File: src/rtl/mem_access_stage_pkg.sv
// Shared definitions for the memory access stage: RV64 load/store funct3 codes,
// FSM states and lane-offset helpers used by both the stage and its lane aligner.
package mem_access_stage_pkg;

    localparam int XLEN = 64;

    localparam logic [2:0] F3_LB  = 3'b000;
    localparam logic [2:0] F3_LH  = 3'b001;
    localparam logic [2:0] F3_LW  = 3'b010;
    localparam logic [2:0] F3_LD  = 3'b011;
    localparam logic [2:0] F3_LBU = 3'b100;
    localparam logic [2:0] F3_LHU = 3'b101;
    localparam logic [2:0] F3_LWU = 3'b110;

    localparam logic [2:0] F3_SB  = 3'b000;
    localparam logic [2:0] F3_SH  = 3'b001;
    localparam logic [2:0] F3_SW  = 3'b010;
    localparam logic [2:0] F3_SD  = 3'b011;

    typedef enum logic [1:0] {
        IDLE     = 2'd0,
        REQ      = 2'd1,
        WAIT_RSP = 2'd2,
        DONE     = 2'd3
    } state_t;

    // funct3[1:0] encodes access size for both loads and stores; low bits below the size are dropped.
    function automatic logic [2:0] lane_offset(input logic [2:0] f3, input logic [2:0] off);
        case (f3[1:0])
            2'b00:   return off;
            2'b01:   return {off[2:1], 1'b0};
            2'b10:   return {off[2], 2'b00};
            default: return 3'b000;
        endcase
    endfunction

    function automatic logic is_aligned(input logic [2:0] f3, input logic [2:0] off);
        return lane_offset(f3, off) == off;
    endfunction

endpackage

File: src/rtl/mem_access_stage_lane_align.sv
// mem_lane_align: combinational store lane shift/strobe generation and load
// byte-lane extraction with sign/zero extension.
module mem_lane_align
    import mem_access_stage_pkg::*;
(
    input  logic [2:0]      i_funct3,
    input  logic [2:0]      i_off,
    input  logic [XLEN-1:0] i_st_data,
    input  logic [XLEN-1:0] i_ld_word,
    output logic [XLEN-1:0] o_st_wdata,
    output logic [7:0]      o_st_wstrb,
    output logic [XLEN-1:0] o_ld_data
);

    logic [2:0]      w_lane;
    logic [5:0]      w_shamt;
    logic [XLEN-1:0] w_ld_shifted;

    assign w_lane       = lane_offset(i_funct3, i_off);
    assign w_shamt      = {w_lane, 3'b000};
    assign o_st_wdata   = i_st_data << w_shamt;
    assign w_ld_shifted = i_ld_word >> w_shamt;

    always_comb begin
        o_st_wstrb = 8'h00;
        case (i_funct3)
            F3_SB:   o_st_wstrb = 8'h01 << w_lane;
            F3_SH:   o_st_wstrb = 8'h03 << w_lane;
            F3_SW:   o_st_wstrb = 8'h0F << w_lane;
            F3_SD:   o_st_wstrb = 8'hFF;
            default: o_st_wstrb = 8'h00;
        endcase
    end

    always_comb begin
        o_ld_data = '0;
        case (i_funct3)
            F3_LB:   o_ld_data = {{56{w_ld_shifted[7]}},  w_ld_shifted[7:0]};
            F3_LH:   o_ld_data = {{48{w_ld_shifted[15]}}, w_ld_shifted[15:0]};
            F3_LW:   o_ld_data = {{32{w_ld_shifted[31]}}, w_ld_shifted[31:0]};
            F3_LD:   o_ld_data = w_ld_shifted;
            F3_LBU:  o_ld_data = {56'd0, w_ld_shifted[7:0]};
            F3_LHU:  o_ld_data = {48'd0, w_ld_shifted[15:0]};
            F3_LWU:  o_ld_data = {32'd0, w_ld_shifted[31:0]};
            default: o_ld_data = '0;
        endcase
    end

endmodule

File: src/rtl/mem_access_stage.sv
// Memory stage between EX/MEM and MEM/WB: issues loads/stores over a valid/ready
// channel, stalls upstream while busy. Optional trap build: MEM_MISALIGN_TRAP_EN.
module mem_access_stage
    import mem_access_stage_pkg::*;
#(
    parameter int ADDR_W = 64
) (
    input  logic              clk,
    input  logic              rst,
    input  logic              in_valid,
    input  logic              mem_read,
    input  logic              mem_write,
    input  logic [2:0]        funct3,
    input  logic [ADDR_W-1:0] addr,
    input  logic [63:0]       wdata,
    input  logic [63:0]       alu_result,
    input  logic              reg_write,
    input  logic [4:0]        rd_addr,
    output logic              stall_out,
    output logic              dmem_req_valid,
    input  logic              dmem_req_ready,
    output logic              dmem_req_we,
    output logic [ADDR_W-1:0] dmem_req_addr,
    output logic [63:0]       dmem_req_wdata,
    output logic [7:0]        dmem_req_wstrb,
    input  logic              dmem_rsp_valid,
    input  logic [63:0]       dmem_rsp_rdata,
    output logic              wb_valid,
    output logic              wb_reg_write,
    output logic [4:0]        wb_rd_addr,
    output logic [63:0]       wb_data
`ifdef MEM_MISALIGN_TRAP_EN
    ,
    output logic              misalign,
    output logic [ADDR_W-1:0] misalign_addr
`endif
);

    state_t            r_state;
    state_t            w_next;
    logic              r_we;
    logic [ADDR_W-1:0] r_addr;
    logic [2:0]        r_funct3;
    logic [4:0]        r_rd;
    logic              r_reg_write;
    logic [63:0]       r_wdata;
    logic              w_memop;
    logic              w_misaligned;
    logic [63:0]       w_st_wdata;
    logic [7:0]        w_st_wstrb;
    logic [63:0]       w_ld_data;

    assign w_memop = in_valid & (mem_read | mem_write);
`ifdef MEM_MISALIGN_TRAP_EN
    assign w_misaligned = !is_aligned(funct3, addr[2:0]);
`else
    assign w_misaligned = 1'b0;
`endif

    // Request fields come straight from the captured op, so they hold until the handshake.
    mem_lane_align u_align (
        .i_funct3   (r_funct3),
        .i_off      (r_addr[2:0]),
        .i_st_data  (r_wdata),
        .i_ld_word  (dmem_rsp_rdata),
        .o_st_wdata (w_st_wdata),
        .o_st_wstrb (w_st_wstrb),
        .o_ld_data  (w_ld_data)
    );

    assign dmem_req_valid = (r_state == REQ);
    assign dmem_req_we    = r_we;
    assign dmem_req_addr  = {r_addr[ADDR_W-1:3], 3'b000};
    assign dmem_req_wdata = w_st_wdata;
    assign dmem_req_wstrb = r_we ? w_st_wstrb : 8'h00;

    always_ff @(posedge clk or posedge rst) begin
        if (rst) r_state <= IDLE;
        else     r_state <= w_next;
    end

    always_comb begin
        w_next    = r_state;
        stall_out = 1'b0;
        case (r_state)
            IDLE: begin
                if (w_memop) begin
                    stall_out = 1'b1;
                    w_next    = w_misaligned ? DONE : REQ;
                end
            end
            REQ: begin
                stall_out = 1'b1;
                if (dmem_req_ready) w_next = r_we ? DONE : WAIT_RSP;
            end
            WAIT_RSP: begin
                stall_out = 1'b1;
                if (dmem_rsp_valid) w_next = DONE;
            end
            DONE:    w_next = IDLE;
            default: w_next = IDLE;
        endcase
    end

    always_ff @(posedge clk or posedge rst) begin
        if (rst) begin
            r_we        <= 1'b0;
            r_addr      <= '0;
            r_funct3    <= 3'b000;
            r_rd        <= 5'd0;
            r_reg_write <= 1'b0;
            r_wdata     <= 64'd0;
        end else if (r_state == IDLE && w_memop) begin
            r_we        <= mem_write;
            r_addr      <= addr;
            r_funct3    <= funct3;
            r_rd        <= rd_addr;
            r_reg_write <= reg_write;
            r_wdata     <= mem_write ? wdata : 64'd0;
        end
    end

    // wb_valid is raised on every transition into DONE, so it pulses exactly once per op.
    always_ff @(posedge clk or posedge rst) begin
        if (rst) begin
            wb_valid      <= 1'b0;
            wb_reg_write  <= 1'b0;
            wb_rd_addr    <= 5'd0;
            wb_data       <= 64'd0;
`ifdef MEM_MISALIGN_TRAP_EN
            misalign      <= 1'b0;
            misalign_addr <= '0;
`endif
        end else begin
            case (r_state)
                IDLE: begin
                    if (w_memop && w_misaligned) begin
                        wb_valid      <= 1'b1;
                        wb_reg_write  <= 1'b0;
                        wb_rd_addr    <= rd_addr;
`ifdef MEM_MISALIGN_TRAP_EN
                        misalign      <= 1'b1;
                        misalign_addr <= addr;
`endif
                    end else if (w_memop || !in_valid) begin
                        wb_valid     <= 1'b0;
                        wb_reg_write <= 1'b0;
                    end else begin
                        wb_valid     <= 1'b1;
                        wb_data      <= alu_result;
                        wb_reg_write <= reg_write;
                        wb_rd_addr   <= rd_addr;
                    end
                end
                REQ: begin
                    if (dmem_req_ready && r_we) begin
                        wb_valid     <= 1'b1;
                        wb_reg_write <= 1'b0;
                        wb_rd_addr   <= r_rd;
                    end
                end
                WAIT_RSP: begin
                    if (dmem_rsp_valid) begin
                        wb_valid     <= 1'b1;
                        wb_data      <= w_ld_data;
                        wb_reg_write <= r_reg_write;
                        wb_rd_addr   <= r_rd;
                    end
                end
                default: begin
                    wb_valid     <= 1'b0;
                    wb_reg_write <= 1'b0;
`ifdef MEM_MISALIGN_TRAP_EN
                    misalign     <= 1'b0;
`endif
                end
            endcase
        end
    end

endmodule

File: config.mk
export PLATFORM = sky130hd
export DESIGN_NAME = mem_access_stage
export DESIGN_NICKNAME = d
export VERILOG_FILES = /design/src/rtl/mem_access_stage_pkg.sv /design/src/rtl/mem_access_stage_lane_align.sv /design/src/rtl/mem_access_stage.sv
export SDC_FILE = /design/constraint.sdc
export NUM_CORES = 1
export LEC_CHECK = 0
export ABC_AREA = 1
export CORE_AREA = 2 2 186 188
export CTS_BUF_LIST = sky130_fd_sc_hd__clkbuf_2
export DETAILED_ROUTE_END_ITERATION = 10
export DIE_AREA = 0 0 188 190
export HOLD_SLACK_MARGIN = 0.15
export PLACE_DENSITY_LB_ADDON = 0.12
export SKIP_CTS_REPAIR_TIMING = 1
export SLEW_MARGIN = 30
export SYNTH_ARGS = -nofsm -noshare
export SYNTH_HDL_FRONTEND = slang
export SYNTH_SLANG_ARGS = --single-unit
File: constraint.sdc
create_clock -name clk -period 20 [get_ports clk]
set_input_delay 2 -clock clk [delete_from_list [all_inputs] [get_ports clk]]
set_output_delay 2 -clock clk [all_outputs]
set_load 0.01 [all_outputs]
Yosys cells after proc, flatten, opt, wreduce, memory -nomap -nowiden
Cells that the tools add are included.

word-level totals
  register bits = 211
  input port bits = 272
  output and inout port bits = 210
  logic and storage cells = 75

cells by class
  eq/ne operators = 16
  shift operators = 5
  multiplexer cells = 27
  bitwise gates (word level) = 2
  reduce and logical (&&, ||, !) cells = 14

operators by type and width
  cell                                                               count
  64-bit one-hot mux with 7 select lines                             1
  64-bit 2-to-1 mux                                                  3
  64-bit one-hot mux with 2 select lines                             1
  64-bit by 6-bit left shift with 64-bit output                      1
  64-bit by 6-bit right shift with 64-bit output                     1
  8-bit one-hot mux with 4 select lines                              1
  5-bit 2-to-1 mux                                                   3
  5-bit one-hot mux with 3 select lines                              1
  3-bit == test, second input constant                               3
  3-bit one-hot mux with 3 select lines                              1
  1-bit 2-to-1 mux                                                   8
  8-bit 2-to-1 mux                                                   1
  2-bit one-hot mux with 4 select lines                              1
  1-bit by 3-bit left shift with 8-bit output, first input constant  1
  2-bit by 3-bit left shift with 8-bit output, first input constant  1
  4-bit by 3-bit left shift with 8-bit output, first input constant  1
  2-bit == test, second input constant                               3
  3-bit by 2-bit == test with 1-bit output, second input constant    2
  2-bit 2-to-1 mux                                                   3
  2-bit inequality test, second input constant                       3
  1-bit one-hot mux with 3 select lines                              2
  3-bit AND reduction                                                2
  2-bit by 1-bit == test with 1-bit output, second input constant    2
  2-bit zero test                                                    2
  14 further kinds                                                   16

Longest topological paths before layout
Gate-level depths: netlist of run 1.

  depth in word-level cells = 6
  mapped depth = 13
  mapped depth without buffers = 12

Hierarchy
A second synthesis of run 1 with hierarchy kept.

second synthesis, totals
  cells, all modules = 2023
  area, all modules = 13802.0 um^2

by module, submodules not included
  module            instances  cells each  area an instance (um^2)  sequential area each (um^2)
  mem_access_stage  1          1108        9497.9                   5280.1
  mem_lane_align    1          915         4304.1                   0.0

Least setup slack after synthesis of run 1
No wires, ideal clock.

  kind = input port to output port
  from = input port mem_read
  to = output port stall_out
  arrival = 2990 ps
  required time = 18000 ps
  setup slack = 15010 ps
  stages on the path = 6
  path buffers = 1
  cell sequence = or2_2 nand2_1 nor2_1 inv_2 clkbuf_1 a21oi_1

on the way
  longest elaborated chain between the ends = 4

ends and longest elaborated chain
  item                                   line                    source
  start: declaration                     mem_access_stage.sv:11  input logic mem_read,
  1-bit bitwise OR                       mem_access_stage.sv:53  assign w_memop = in_valid & (mem_read | mem_write);
  1-bit bitwise AND                      mem_access_stage.sv:53
  1-bit 2-to-1 mux                       mem_access_stage.sv:87  if (w_memop) begin
  1-bit one-hot mux with 2 select lines  mem_access_stage.sv:85  case (r_state)
  end: declaration                       mem_access_stage.sv:19  output logic stall_out,

No other way between the ends.

Worst setup path after layout of run 1
  from = register r_funct3[1]
  to = output port dmem_req_wdata[37]

on the way
  longest elaborated chain between the ends = 3
  elaborated cells between the ends (all ways) = 5
  those cells by class = eq/ne (2); shift (1); mux (1); reduce/logical (1)

ends and longest elaborated chain
  item                                             line                               source
  start: declaration                               mem_access_stage.sv:43             logic [2:0] r_funct3;
  start signal: assignment                         mem_access_stage.sv:116            r_funct3 <= funct3;
  2-bit == test, or another cell as far along      mem_access_stage_pkg.sv:29         case (f3[1:0])
  3-bit one-hot mux with 3 select lines *          mem_access_stage_pkg.sv:29
  64-bit by 6-bit left shift with 64-bit output *  mem_access_stage_lane_align.sv:21  assign o_st_wdata = i_st_data << w_shamt;
  end: declaration                                 mem_access_stage.sv:24             output logic [63:0] dmem_req_wdata,

Every way passes the cells marked *; elsewhere a longest branch is shown, timed or not.

==> flow_summary.json, run 1 <==
{
  "cp_slowest_cell": "inv_1",
  "rows": 68,
  "required_ns": 18.00,
  "synthTopCellsByArea": "dfrtp_1, nand2_1, a21oi_1, nand3_1, o21ai_0",
  "layout_setup_ws_ns": 13.73,
  "ant_nets": 0,
  "reg2reg_slack_ns": 15.93,
  "leakagePower_nw": 8.33,
  "yosysSeqAreaShare_pct": 40.1,
  "critPathBufInv": 2,
  "place_congestion": 0.944,
  "rsz0062_at_grt": "false",
  "cap_violations": 0,
  "die_area_um2": 35700,
  "clk_pin_slew_worst_paths_ns": 0.09,
  "synth_common_cells": "nand2_1, dfrtp_1, a21oi_1",
  "ioPinCount": 482,
  "tightest_slew_ns": 0.999,
  "yosysWarnings": 0,
  "first_pass_iters": 7,
  "grt_max_degree": 143,
  "cp-start-kind": "register",
  "io_buffers": 478,
  "skew_ns": 0.0971,
  "period_needed_ns": 6.27,
  "min-delay-start": "r_addr[62]",
  "fin_setup_tns_ns": 0,
  "routedWlPerCell_um": 19.2,
  "finalMaxSlewViolations": 0,
  "placeableCoreArea_um2": 33900,
  "cts_sinks": 211,
  "hpwl_um": 38000,
  "drt_iter0_drc": 1021,
  "critPathMaxStageDelay_ns": 0.86,
  "clock-root-buffer": "clkbuf_2",
  "regArea_um2": 5280,
  "arrival_ns": 4.27,
  "grt_pass1_vias": 13989,
  "cpLargestDelayFamily": "buffers and inverters",
  "drc": 0,
  "vias": 14499,
  "drive_gt1_share_pct": 6.18,
  "post-place-ws_ns": 14.14,
  "path_class": "reg2out",
  "fmax_mhz": 160,
  "cts_made_buffers": 56,
  "reg2reg_depth": 12,
  "clockBufferDepth": 3,
  "r2r-start": "r_funct3[1]",
  "drt-total-wl_um": 53000,
  "peakVddDrop_v": 0.0000773,
  "synth_area_leader_cell": "dfrtp_1",
  "vias_per_cell": 5.25,
  "synth_ff_type": "dfrtp_1",
  "ys_async_sr_fraction_pct": 100,
  "cts_tree": "done",
  "hold_path_depth": 2,
  "setup_viol": 0,
  "syn_area_per_cell_um2": 6.87,
  "cp_cell_sequence": "nor2_4 -> nand2_4 -> nand2_2 -> inv_1 -> nand2_1 -> o21ai_0 -> clkdlybuf4s50_1",
  "grt_pass1_wl_um": 80700,
  "status": "completed",
  "h-tree-depth": 2,
  "mappedNetlistArea_um2": 13200,
  "area_delta_synth_final_pct": 37.9,
  "multi_input_area_um2": 6350,
  "syn_inst": 1915,
  "netlist.area_leader.share_pct": 40.1,
  "worstSetupEndpointType": "output pin",
  "total_power_w": 0.00315,
  "worst_r2r_endpoint": "wb_data[25]",
  "fin_crit_sh_pct": 31.3,
  "synth-seq-cells": 211,
  "dieWidth_um": 188,
  "cp_num_cells": 7,
  "synth_edf_count": 0,
  "n_fill_cell": 3423,
  "min_to": "r_addr[62]",
  "yosysMostFrequentCell": "nand2_1",
  "final_hold_viol_count": 0,
  "clk_latency_ns": 0.95,
  "relSlewSlack_pct": 33.4,
  "grt_usage_pct": 28.9,
  "nNetsFinal": 2536,
  "p_per_area_nw_per_um2": 174,
  "hp-class": "reg2reg",
  "ys_types": 36,
  "initial_utilization_pct": 38.7,
  "die_y_um": 190,
  "critPathMaxFanout": 67,
  "antenna_found_initial": 11,
  "gr-total-overflow": 0
}
[worst register-to-register path: stages, from the launching register on]
cell      delay (ns)
dfrtp_1         0.45
inv_2           0.13
nand2_4         0.27
clkinv_2        0.45
buf_4           0.75
nand3_1         0.20
nand3_1         0.19
nand3_2         0.66
nand2_1         0.36
inv_2           0.19
nand2_1         0.15
nand2_1         0.09
a21oi_1         0.16
[per-stage QoR]
stage                     cell area, um^2  util [%]  hold WS (ns)  cells
after global routing                18100      53.4         0.498   2759
after detailed placement            17600      51.7         0.458   2657
after CTS                           18100      53.3         0.481   2752
after floorplan                     13200         -         0.442   1917
final                               18100      53.4         0.477   2761
after global placement              17500      51.7         0.452   2657
[placed cells by master, fill, tap and decap left out, types with 2 or more instances in the layout]
cell type	n
bufinv_16	3
buf_6	2
a31oi_1	12
nor2_1	112
nand2_4	2
a21oi_1	150
clkbuf_2	86
nand3_1	132
o211ai_1	56
o21ai_1	65
or2_2	6
nand2_2	4
dfrtp_1	211
o21ai_0	129
clkinv_2	3
nor2_4	4
a22oi_1	2
nand3_2	3
nand2_1	621
or2_0	2
o21a_1	2
clkinv_1	6
clkdlybuf4s50_1	477
o22ai_1	8
conb_1	3
o21ai_2	6
diode_2	9
o21bai_1	2
or2_1	3
inv_2	5
ha_1	3
inv_1	110
nor3_1	8
buf_4	13
o31ai_1	4
mux2i_1	3
nand4_1	33
[layout make-up]
cell class                      count  share of cell area [%]
Multi-Input combinational cell   1378                    35.0
Antenna cell                        9                   0.124
Sequential cell                   211                    29.1
Timing Repair Buffer              493                    27.0
Clock inverter                      9                   0.635
Tap cell                          455                    3.14
Clock buffer                       86                    2.37
Inverter                          120                    2.57
[flip-flops by register name, summed over array words and instances (netlist names)]
signal and count:
r_state 2, r_funct3 3, wb_valid 1, r_addr 64, r_reg_write 1, wb_reg_write 1
dmem_req_we 1, r_wdata 64, wb_data 64, r_rd 5, wb_rd_addr 5
[logic make-up after synthesis]
logic type | Yosys count | synth area share (%)
other | 1 | 0.0285
muxes | 3 | 0.228
adders and majority gates | 4 | 0.381
DFF | 211 | 40.1
and+or+nand+nor | 932 | 29.1
AOI/OAI and AO/OA | 436 | 18.2
buffers and inverters | 328 | 11.9
[per-layer routing]
| metal | vias to the layer above | share of wire, % | GRT usage (%) |
|---|---|---|---|
| li1 | 6940 | - | - |
| met1 | 6862 | 40 | 35.1 |
| met2 | 585 | 48 | 48.4 |
| met3 | 108 | 8.2 | 7.53 |
| met4 | 4 | 3.6 | 12.4 |
| met5 | - | 0.051 | 0 |
[report_power, final]
| part | internal [W] | switching, W |
|---|---|---|
| clock | 0.000151 | 0.000189 |
| combinational | 0.000839 | 0.00124 |
| sequential | 0.000620 | 0.000114 |
| total | 0.00161 | 0.00154 |
[worst max-delay path by stage]
| stage | startpoint | to | slack, ns |
|---|---|---|---|
| after floorplan | rst | dmem_req_we | 12.23 |
| after global placement | mem_write | stall_out | 14.14 |
| after detailed placement | mem_write | stall_out | 14.14 |
| after CTS | r_funct3[1] | dmem_req_wdata[54] | 13.64 |
| after global routing | r_funct3[1] | dmem_req_wdata[39] | 13.38 |
| final | r_funct3[1] | dmem_req_wdata[37] | 13.73 |
(Power assumes the default switching activity.)
==> inputs of run 2 (changes only) <==
==> constraint.sdc (replaced) <==
create_clock -name clk -period 6.1 [get_ports clk]
set_input_delay 0.61 -clock clk [delete_from_list [all_inputs] [get_ports clk]]
set_output_delay 0.61 -clock clk [all_outputs]
set_load 0.01 [all_outputs]
==> flow_summary.json, run 2 (synthesis gave the netlist of run 1 again) <==
{
  "status": "completed",
  "worst_r2r_endpoint": "wb_data[9]",
  "cts_sinks": 211,
  "cts_made_buffers": 58,
  "arrival_ns": 4.45,
  "clk_pin_slew_worst_paths_ns": 0.10,
  "p_per_area_nw_per_um2": 559,
  "die_area_um2": 35700,
  "worstSetupEndpointType": "output pin",
  "drt_iter0_drc": 1187,
  "clock_power_share_pct": 9.8,
  "io_buffers": 478,
  "fin_setup_tns_ns": 0,
  "nNetsFinal": 2562,
  "antenna_found_initial": 16,
  "holdWs_ns": 0.225,
  "final_common_cell": "nand2_1",
  "final_hold_viol_count": 0,
  "ant_nets": 0,
  "grt_pass1_wl_um": 82000,
  "rows": 68,
  "reg2reg_depth": 10,
  "p_sw_w": 0.00512,
  "clockBufferDepth": 3,
  "drc": 0,
  "peakVddDrop_v": 0.000292,
  "top_regs": "r_addr: 64 flops, r_wdata: 64 flops, wb_data: 64 flops",
  "required_ns": 5.49,
  "reg2reg_slack_ns": 2.57,
  "tightest_slew_ns": 1.01,
  "swShare_pct": 49.8,
  "h-tree-depth": 2,
  "cp-start-kind": "register",
  "finalMaxSlewViolations": 0,
  "grt_usage_pct": 29.5,
  "first_pass_iters": 5,
  "power_frac_seq_pct": 23.6,
  "hp-class": "in2reg",
  "path_class": "reg2out",
  "leakagePower_nw": 8.41,
  "area_delta_synth_final_pct": 39.9,
  "cts_tree": "done",
  "post-place-ws_ns": 1.79,
  "cap_violations": 0,
  "fin_crit_sh_pct": 83.0,
  "clock-root-buffer": "clkbuf_2",
  "place_congestion": 0.931,
  "ioPinCount": 482,
  "grt_max_degree": 187,
  "p_int_w": 0.00516,
  "vias": 14586,
  "gr-total-overflow": 0,
  "layout_setup_ws_ns": 1.04,
  "initial_utilization_pct": 38.7,
  "relSlewSlack_pct": 32.7,
  "rsz0062_at_grt": "false",
  "hpwl_um": 39000,
  "critPathLaunch": "r_funct3[1]",
  "routedWlPerCell_um": 19.5,
  "crit_end": "dmem_req_wdata[39]",
  "fmax_mhz": 198,
  "setup_viol": 0,
  "dieWidth_um": 188,
  "drt-total-wl_um": 54700,
  "layout_common_cells": "nand2_1, clkdlybuf4s50_1, dfrtp_1",
  "vias_per_cell": 5.21,
  "r2r-start": "r_funct3[1]",
  "p_comb_share_pct": 66.6,
  "drive_gt1_share_pct": 5.91,
  "grt_pass1_vias": 14188,
  "critPathMaxFanout": 102,
  "die_y_um": 190,
  "period_needed_ns": 5.06,
  "placeableCoreArea_um2": 33900,
  "clk_latency_ns": 0.92,
  "skew_ns": 0.0749
}
[run 2: cell types whose count changed in the layout (fill, tap and decap cells not counted), moves of 3 or more]
cell,before,now
clkbuf_2,86,79
dlygate4sd3_1,0,25
clkinv_2,3,8
clkinv_1,6,23
bufinv_16,3,0
diode_2,9,12
[run 2: area by class of cell]
type | count | area, um^2
Timing Repair Buffer | 517 | 5160
Sequential cell | 211 | 5280
Fill cell | 3390 | 15600
Clock buffer | 79 | 395
Clock inverter | 30 | 130
Multi-Input combinational cell | 1378 | 6370
Inverter | 120 | 458
Tap cell | 455 | 569
Antenna cell | 12 | 30.0
[run 2: worst min path at each step]
| stage | startpoint | to | slack (ns) | depth (start not counted) |
|---|---|---|---|---|
| after floorplan | r_rd[0] | r_rd[0] | 0.44 | 2 |
| after global placement | r_addr[9] | r_addr[9] | 0.45 | 2 |
| after detailed placement | r_addr[6] | r_addr[6] | 0.46 | 2 |
| after CTS | rst | r_addr[28] | 0.02 | 2 |
| after global routing | addr[2] | r_addr[2] | 0.15 | 3 |
| final | addr[52] | r_addr[52] | 0.23 | 3 |
[run 2: metrics by stage]
step	instances	power, W	cell area [um^2]	util (%)
2_1_floorplan	1917	0.00647	13200	-
3_5_place_dp	2656	0.00925	17600	51.7
3_3_place_gp	2656	0.00918	17600	51.7
4_1_cts	2765	0.0103	18100	53.3
6_report	2802	0.0103	18400	54.2
5_1_grt	2800	0.0111	18400	54.2
[run 2: worst max-delay path, stage by stage (launching register included)]
cell             delay (ns)
dfrtp_1                0.46
nor2_4                 0.27
nand2_8                0.39
nand2_2                0.53
clkinv_1               0.88
nand2_1                0.34
o21ai_0                0.10
clkdlybuf4s50_1        0.52
[run 2: power groups by stage]
| stage | Clock, W | Combinational (W) | Sequential (W) |
|---|---|---|---|
| after floorplan | 0 | 0.00402 | 0.00245 |
| after global placement | 0 | 0.00676 | 0.00242 |
| after detailed placement | 0 | 0.00682 | 0.00243 |
| after CTS | 0.00105 | 0.00685 | 0.00242 |
| after global routing | 0.00111 | 0.00750 | 0.00250 |
| final | 0.00101 | 0.00685 | 0.00242 |
[run 2: routing by layer]
metal | GRT usage, % | wire, um | up-vias
met5 | 0 | 45 | -
li1 | - | - | 7010
met4 | 14.8 | 2540 | 6
met3 | 7.51 | 4080 | 143
met1 | 36.0 | 21900 | 6788
met2 | 48.4 | 26100 | 639
